===== config.mk =====
export PLATFORM = sky130hd
export DESIGN_NAME = gpio_v2
export DESIGN_NICKNAME = d
export VERILOG_FILES = /design/src/rtl/gpio_v2_pkg.sv /design/src/rtl/gpio_debounce.sv /design/src/rtl/gpio_v2.sv
export SDC_FILE = /design/constraint.sdc
export NUM_CORES = 1
export LEC_CHECK = 0
export BUFFER_PORTS_ARGS = -buffer_cell sky130_fd_sc_hd__buf_2
export CAP_MARGIN = 5
export CORE_MARGIN = 2
export CORE_UTILIZATION = 57
export CTS_CLUSTER_DIAMETER = 60
export DETAILED_ROUTE_END_ITERATION = 16
export GPL_TIMING_DRIVEN = 0
export PLACE_DENSITY = 0.88
export SLEW_MARGIN = 0
export SYNTH_ARGS = -nofsm -noshare
export SYNTH_HDL_FRONTEND = slang
export SYNTH_SLANG_ARGS = --single-unit

===== constraint.sdc =====
create_clock -name clk -period 2.7 [get_ports clk]
set_clock_uncertainty 0.2 [all_clocks]
set_input_delay 0.135 -clock clk [delete_from_list [all_inputs] [get_ports clk]]
set_output_delay 0.135 -clock clk [all_outputs]
set_load 0.01 [all_outputs]

===== src/rtl/gpio_v2_pkg.sv =====
// rtl/gpio_v2_pkg.sv - register map and slot FSM types for gpio_v2
package gpio_v2_pkg;

    localparam logic [7:0] OUT_DATA_ADDR   = 8'h00;
    localparam logic [7:0] OUT_SET_ADDR    = 8'h04;
    localparam logic [7:0] OUT_CLR_ADDR    = 8'h08;
    localparam logic [7:0] IN_DATA_ADDR    = 8'h0C;
    localparam logic [7:0] RISE_EN_ADDR    = 8'h10;
    localparam logic [7:0] FALL_EN_ADDR    = 8'h14;
    localparam logic [7:0] IRQ_STATUS_ADDR = 8'h18;
    localparam logic [7:0] IRQ_MASK_ADDR   = 8'h1C;
    localparam logic [7:0] DB_CFG_ADDR     = 8'h20;

    typedef enum logic [1:0] {
        ST_IDLE   = 2'd0,
        ST_ACTIVE = 2'd1,
        ST_DONE   = 2'd2
    } slot_state_t;

    typedef enum logic {
        ACC_READ  = 1'b0,
        ACC_WRITE = 1'b1
    } access_t;

endpackage


===== src/rtl/gpio_debounce.sv =====
// rtl/gpio_debounce.sv - input synchroniser, shared-prescaler debouncer and edge history
module gpio_debounce #(
    parameter int WIDTH    = 9,
    parameter int DB_CNT_W = 16
) (
    input  logic                clk,
    input  logic                rst,
    input  logic [DB_CNT_W-1:0] db_cfg,
    input  logic                restart,
    input  logic [WIDTH-1:0]    raw,
    output logic [WIDTH-1:0]    deb,
    output logic [WIDTH-1:0]    deb_q
);

    logic [WIDTH-1:0]    meta;
    logic [WIDTH-1:0]    sync;
    logic [WIDTH-1:0]    smp;
    logic [DB_CNT_W-1:0] cnt;
    logic                tick;

    assign tick = !restart && (cnt == db_cfg);

    always_ff @(posedge clk) begin
        if (rst) begin
            meta  <= '0;
            sync  <= '0;
            smp   <= '0;
            deb   <= '0;
            deb_q <= '0;
            cnt   <= '0;
        end else begin
            meta  <= raw;
            sync  <= meta;
            deb_q <= deb;
            if (restart || tick) begin
                cnt <= '0;
            end else begin
                cnt <= cnt + DB_CNT_W'(1);
            end
            if (db_cfg == '0) begin
                deb <= sync;
            end else if (tick) begin
                // a bit follows sync only when two consecutive ticks agree
                smp <= sync;
                deb <= (sync & ~(sync ^ smp)) | (deb & (sync ^ smp));
            end
        end
    end

endmodule


===== src/rtl/gpio_v2.sv =====
// rtl/gpio_v2.sv - MMIO slot GPIO: register file, slot FSM, edge-triggered sticky interrupt
module gpio_v2
    import gpio_v2_pkg::*;
#(
    parameter int NUM_INPUT  = 9,
    parameter int NUM_OUTPUT = 4,
    parameter int DB_CNT_W   = 16
) (
    input  logic                  clk,
    input  logic                  rst,
    input  logic                  chip_select,
    input  logic                  read,
    input  logic                  write,
    input  logic                  transaction_completed,
    input  logic [7:0]            addr,
    input  logic [31:0]           wr_data,
    output logic [31:0]           rd_data,
    output logic                  wr_done,
    output logic                  rd_done,
    output logic                  idle,
    output logic                  slave_error,
    output logic                  decode_error,
    input  logic [NUM_INPUT-1:0]  in_ports,
    output logic [NUM_OUTPUT-1:0] out_ports,
    output logic                  irq
);

    slot_state_t           state;
    access_t               acc;
    logic [7:0]            addr_q;
    logic [31:0]           wd;
    logic [NUM_OUTPUT-1:0] out_r;
    logic [NUM_INPUT-1:0]  rise_en, fall_en, status, mask;
    logic [NUM_INPUT-1:0]  deb, deb_q, hw_set, w1c;
    logic [DB_CNT_W-1:0]   db_cfg;
    logic                  is_wr, dec_err, sl_err, commit, db_restart;
    logic [31:0]           rd_val;
    logic                  unused_wd;

    gpio_debounce #(
        .WIDTH    (NUM_INPUT),
        .DB_CNT_W (DB_CNT_W)
    ) u_debounce (
        .clk     (clk),
        .rst     (rst),
        .db_cfg  (db_cfg),
        .restart (db_restart),
        .raw     (in_ports),
        .deb     (deb),
        .deb_q   (deb_q)
    );

    assign is_wr     = (acc == ACC_WRITE);
    assign idle      = (state == ST_IDLE);
    assign out_ports = out_r;
    assign unused_wd = ^wd;

    always_comb begin
        dec_err = 1'b0;
        sl_err  = 1'b0;
        rd_val  = '0;
        if (addr_q[1:0] != 2'b00) begin
            dec_err = 1'b1;
        end else begin
            case (addr_q)
                OUT_DATA_ADDR:   rd_val = 32'(out_r);
                OUT_SET_ADDR,
                OUT_CLR_ADDR:    sl_err = !is_wr;
                IN_DATA_ADDR: begin
                    sl_err = is_wr;
                    rd_val = 32'(deb);
                end
                RISE_EN_ADDR:    rd_val = 32'(rise_en);
                FALL_EN_ADDR:    rd_val = 32'(fall_en);
                IRQ_STATUS_ADDR: rd_val = 32'(status);
                IRQ_MASK_ADDR:   rd_val = 32'(mask);
                DB_CFG_ADDR:     rd_val = 32'(db_cfg);
                default:         dec_err = 1'b1;
            endcase
        end
    end

    assign commit     = (state == ST_ACTIVE) && is_wr && !sl_err && !dec_err;
    assign db_restart = commit && (addr_q == DB_CFG_ADDR);
    assign w1c        = (commit && addr_q == IRQ_STATUS_ADDR) ? wd[NUM_INPUT-1:0] : '0;
    assign hw_set     = (deb & ~deb_q & rise_en) | (~deb & deb_q & fall_en);

    always_ff @(posedge clk) begin
        if (rst) begin
            state        <= ST_IDLE;
            acc          <= ACC_READ;
            addr_q       <= '0;
            wd           <= '0;
            out_r        <= '0;
            rise_en      <= '0;
            fall_en      <= '0;
            status       <= '0;
            mask         <= '0;
            db_cfg       <= '0;
            irq          <= 1'b0;
            rd_data      <= '0;
            wr_done      <= 1'b0;
            rd_done      <= 1'b0;
            slave_error  <= 1'b0;
            decode_error <= 1'b0;
        end else begin
            // hardware set is OR-ed after the clear so a coincident edge survives W1C
            status <= (status & ~w1c) | hw_set;
            irq    <= |(status & mask);
            case (state)
                ST_IDLE: begin
                    if (chip_select && (read || write)) begin
                        acc    <= write ? ACC_WRITE : ACC_READ;
                        addr_q <= addr;
                        wd     <= wr_data;
                        state  <= ST_ACTIVE;
                    end
                end
                ST_ACTIVE: begin
                    if (commit) begin
                        case (addr_q)
                            OUT_DATA_ADDR: out_r   <= wd[NUM_OUTPUT-1:0];
                            OUT_SET_ADDR:  out_r   <= out_r | wd[NUM_OUTPUT-1:0];
                            OUT_CLR_ADDR:  out_r   <= out_r & ~wd[NUM_OUTPUT-1:0];
                            RISE_EN_ADDR:  rise_en <= wd[NUM_INPUT-1:0];
                            FALL_EN_ADDR:  fall_en <= wd[NUM_INPUT-1:0];
                            IRQ_MASK_ADDR: mask    <= wd[NUM_INPUT-1:0];
                            DB_CFG_ADDR:   db_cfg  <= wd[DB_CNT_W-1:0];
                            default:       ;
                        endcase
                    end
                    rd_data      <= (is_wr || sl_err || dec_err) ? '0 : rd_val;
                    wr_done      <= is_wr;
                    rd_done      <= !is_wr;
                    slave_error  <= sl_err;
                    decode_error <= dec_err;
                    state        <= ST_DONE;
                end
                ST_DONE: begin
                    if (transaction_completed) begin
                        rd_data      <= '0;
                        wr_done      <= 1'b0;
                        rd_done      <= 1'b0;
                        slave_error  <= 1'b0;
                        decode_error <= 1'b0;
                        state        <= ST_IDLE;
                    end
                end
                default: state <= ST_IDLE;
            endcase
        end
    end

endmodule


==> metrics.md <==
| Metric | Value |
|---|---|
| Die height | `116.2 um` |
| Hold Path Cell Cnt | `4` |
| CP Depth | `6` |
| Ant. Diodes | `0` |
| Syn. warnings | `0` |
| Final Cycle Share | `96.28%` |
| Clk_lat worst skew | `0.44 ns` |
| Post-synth top area cell | `dfxtp_1` |
| CP peak stage delay | `~0.48 ns` |
| DRT iter0 DRCs | `approximately 680` |
| Async SR Flop Fraction | `0%` |
| Cell area after layout | `~8900 um^2` |
| Ordered cell list for the critical path | `buf_2 -> nor2b_1 -> nand4_1 -> nand3_1 -> buf_2 -> nor2_1` |
| Max Cap Viol | `0` |
| Synth Register Bits | `between 150 and 200` |
| Minimum clock period | `between 2 and 3 ns` |
| CP max-delay cell | `nand4_1` |
| Worst-Margin Slew | `about 0.69 ns` |
| Via density | `5.988` |
| I/O pins | `97` |
| Drt drc | `0` |
| FMAX | `0.3847 GHz` |
| Overall global routing resource usage | `between 30% and 40%` |
| Port Buffer Count | `64` |
| H-tree depth | `4` |
| Vias | `6940` |
| FP Rows | `40` |
| Post-synth EDFFs | `0` |
| Root buffer cell | `clkbuf_16` |
| Mapped Cells | `839` |
| WP buf/inv | `2` |
| Grt ovf | `0` |
| Clk buf depth | `2` |
| DIE WIDTH | `between 100 and 150 um` |
| Fin. Hold Viols | `0` |
| Reg clk slew, reported paths | `around 0.060 ns` |
| Worst path most repeated cell | `buf_2` |
| Hold crit path type | `primary input to flop` |
| GPL Wtd Cong | `0.9553` |
| Arrival @ worst endpoint | `approximately 2.7 ns` |
| CP endpoint kind | `flop` |
| Starting Density | `58.99%` |
| Largest net degree at the start of global routing | `17` |
| Endpoints failing setup | `0` |
| Slew HR | `~54%` |
| Top post-synthesis cells by area | `dfxtp_1 46%, nand2_1 8.8%, a21oi_1 4.5%` |
| Worst Setup Start Kind | `flop` |
| Num CTS Buffers | `17` |
| Vias in the first global route | `6437` |
| CTS tree | `done` |
| Status | `finished clean` |
| Placed inst area | `around 7800 um^2` |
| Post-DP HPWL | `14230 um` |
| Layout cells sized above 1 | `15.84%` |
| Area added between synthesis and finish | `23.46%` |
| RSZ-0062 raised after global routing | `no` |
| Core Region | `12160 um^2` |
| Final nets | `1037` |
| Synth unique cells | `59` |
| Drt first pass iters | `6` |
| Crit path max-delay family | `simple AND/OR/NAND/NOR gates` |
| Worst path required time | `2.82 ns` |
| Clock sinks | `roughly 170` |
| DRT antenna net count | `0` |
| Routed len/inst | `18.74 um` |
| Leakage | `3.408 nW` |
| Slew Limit Fails | `0` |
| WL final | `21720 um` |
| Yosys top cell area share | `46.04%` |
| Power density cells | `632.8 nW/um^2` |
| Setup TNS | `0 ns` |
| Post-Syn Area | `7174 um^2` |
| Synth Flop Type | `dfxtp_1` |
| Minimum hold slack | `roughly 0.034 ns` |
| Seq/Total Area, Yosys | `46.04%` |
| Depth of the most critical reg-to-reg path | `6` |
| Peak VDD IR | `591.1 uV` |
| Synthesized area per cell | `approximately 8.6 um^2` |
| CP Class | `flop to flop` |
| Global-route wire length before repair | `33550 um` |
| Crit Path Max Fanout | `10` |
| Initial antenna violation count | `0` |
| Die area | `between 10000 and 15000 um^2` |
## through the flow
step / utilization, % / worst slack, ns / std cells / power (mW)
floorplan: - / 0.5305 / 854 / 2.797
global placement: 63.82 / -0.004959 / 1086 / 2.922
detailed placement: 63.82 / 0.04922 / 1086 / 2.928
CTS: 72.24 / 0.06565 / 1154 / 5.558
global route: 72.83 / 0.02070 / 1159 / 5.737
finish: 72.83 / 0.1005 / 1159 / 5.605
## layer usage
layer / GRT usage [%] / vias up / wire, um / share of wire, %
li1: - / 3222 / - / -
met1: 42.06 / 3235 / 8584 / 40
met2: 51.62 / 403 / 9986 / 46
met3: 8.822 / 80 / 2280 / 10
met4: 15.32 / 0 / 865 / 4.0
met5: 0 / - / 0 / 0
## worst paths after layout
path / slack [ns] / start / endpoint
worst min register to register: 0.24 / u_debounce.meta[5] / u_debounce.sync[5]
worst max register to register: 0.10 / addr_q[5] / u_debounce.cnt[11]
worst min-delay path: 0.03 / chip_select / addr_q[2]
worst max-delay path: 0.10 / addr_q[5] / u_debounce.cnt[11]
## repair_timing
item / CTS / global route
buffers inserted: 0 / 6
pin swaps: 0 / 2
gates resized for setup: 1 / 13
endpoints found under the hold margin: 43 / 0
hold buffers: 39 / 0
endpoints found under the setup margin: 1 / 61
## power by group
part           total, mW  leakage (nW)  switching, mW  internal [mW]
Combinational      0.422          1.76          0.257          0.165
Clock               2.64         0.308          0.972           1.67
Sequential          2.54          1.34         0.0555           2.48
## cells by family after synthesis
group / Yosys count / synth area share [%]
flip-flops: 165 / 46.04
AND/OR/NAND/NOR: 376 / 25.29
AO/OA/AOI/OAI: 169 / 16.03
adder cells (fa/ha/maj): 1 / 0.1744
multiplexers: 26 / 4.029
XOR/XNOR: 31 / 3.784
other: 1 / 0.05227
buffers and inverters: 70 / 4.604
## Yosys cell counts (all sizes together) (2+ instances only)
cell / count
o22ai: 2
inv: 3
a22o: 3
dfxtp: 165
or4: 2
mux2i: 21
a32o: 7
a22oi: 16
o311ai: 6
nor3b: 4
a2111oi: 3
a21oi: 64
o221ai: 3
or3: 6
a311o: 3
a211oi: 5
a21o: 2
nand3b: 10
nor4b: 2
nor3: 9
and2: 2
mux2: 3
and4: 4
clkbuf: 44
xnor2: 7
nand4: 18
nor4: 25
buf: 23
nand2b: 3
nor2: 68
a31o: 9
o211ai: 9
and3: 7
nand3: 11
or2: 4
xor2: 24
o221a: 6
mux4: 2
o21ai: 20
a221oi: 2
nand2: 169
nor2b: 31
## registers in the layout, indices dropped and copies added, names as in the netlist, named ones only
name	flops
db_cfg	16
rd_data	16
u_debounce.cnt	16
wd	16
fall_en	9
mask	9
rise_en	9
status	9
u_debounce.deb_q	9
u_debounce.meta	9
u_debounce.smp	9
u_debounce.sync	9
addr_q	8
out_ports	4
state	2
acc	1
decode_error	1
irq	1
rd_done	1
slave_error	1
wr_done	1
## layout by cell type, fill, tap and decap left out, types with 7 or more instances in the layout
| master | n |
|---|---|
| nand2_1 | 169 |
| dfxtp_1 | 165 |
| nor2_1 | 68 |
| buf_2 | 67 |
| a21oi_1 | 64 |
| clkbuf_1 | 40 |
| dlygate4sd3_1 | 39 |
| nor2b_1 | 31 |
| xor2_1 | 24 |
| buf_4 | 23 |
| nor4_1 | 21 |
| mux2i_1 | 21 |
| o21ai_0 | 20 |
| nand4_1 | 18 |
| clkbuf_16 | 17 |
| a22oi_1 | 16 |
| conb_1 | 16 |
| nand3_1 | 11 |
| nand3b_1 | 10 |
| a31o_2 | 9 |
| o211ai_1 | 9 |
| and3_1 | 7 |
| a32o_1 | 7 |
| xnor2_1 | 7 |
## layout make-up
type / instances / area (um^2)
Buffer: 66 / 325.3
Clock inverter: 9 / 176.4
Tap cell: 168 / 210.2
Sequential cell: 165 / 3303
Clock buffer: 20 / 456.7
Fill cell: 893 / 3304
Multi-Input combinational cell: 619 / 3618
Inverter: 3 / 11.26
Timing Repair Buffer: 109 / 755.7
## worst reg2reg max path, delay by kind of cell, from the launching register on
kind / cells / cell delay (ns)
simple gates: 4 / 1.45
buf+inv: 2 / 0.52
flops: 1 / 0.32
Note: power is estimated with default switching activity, not from simulation.
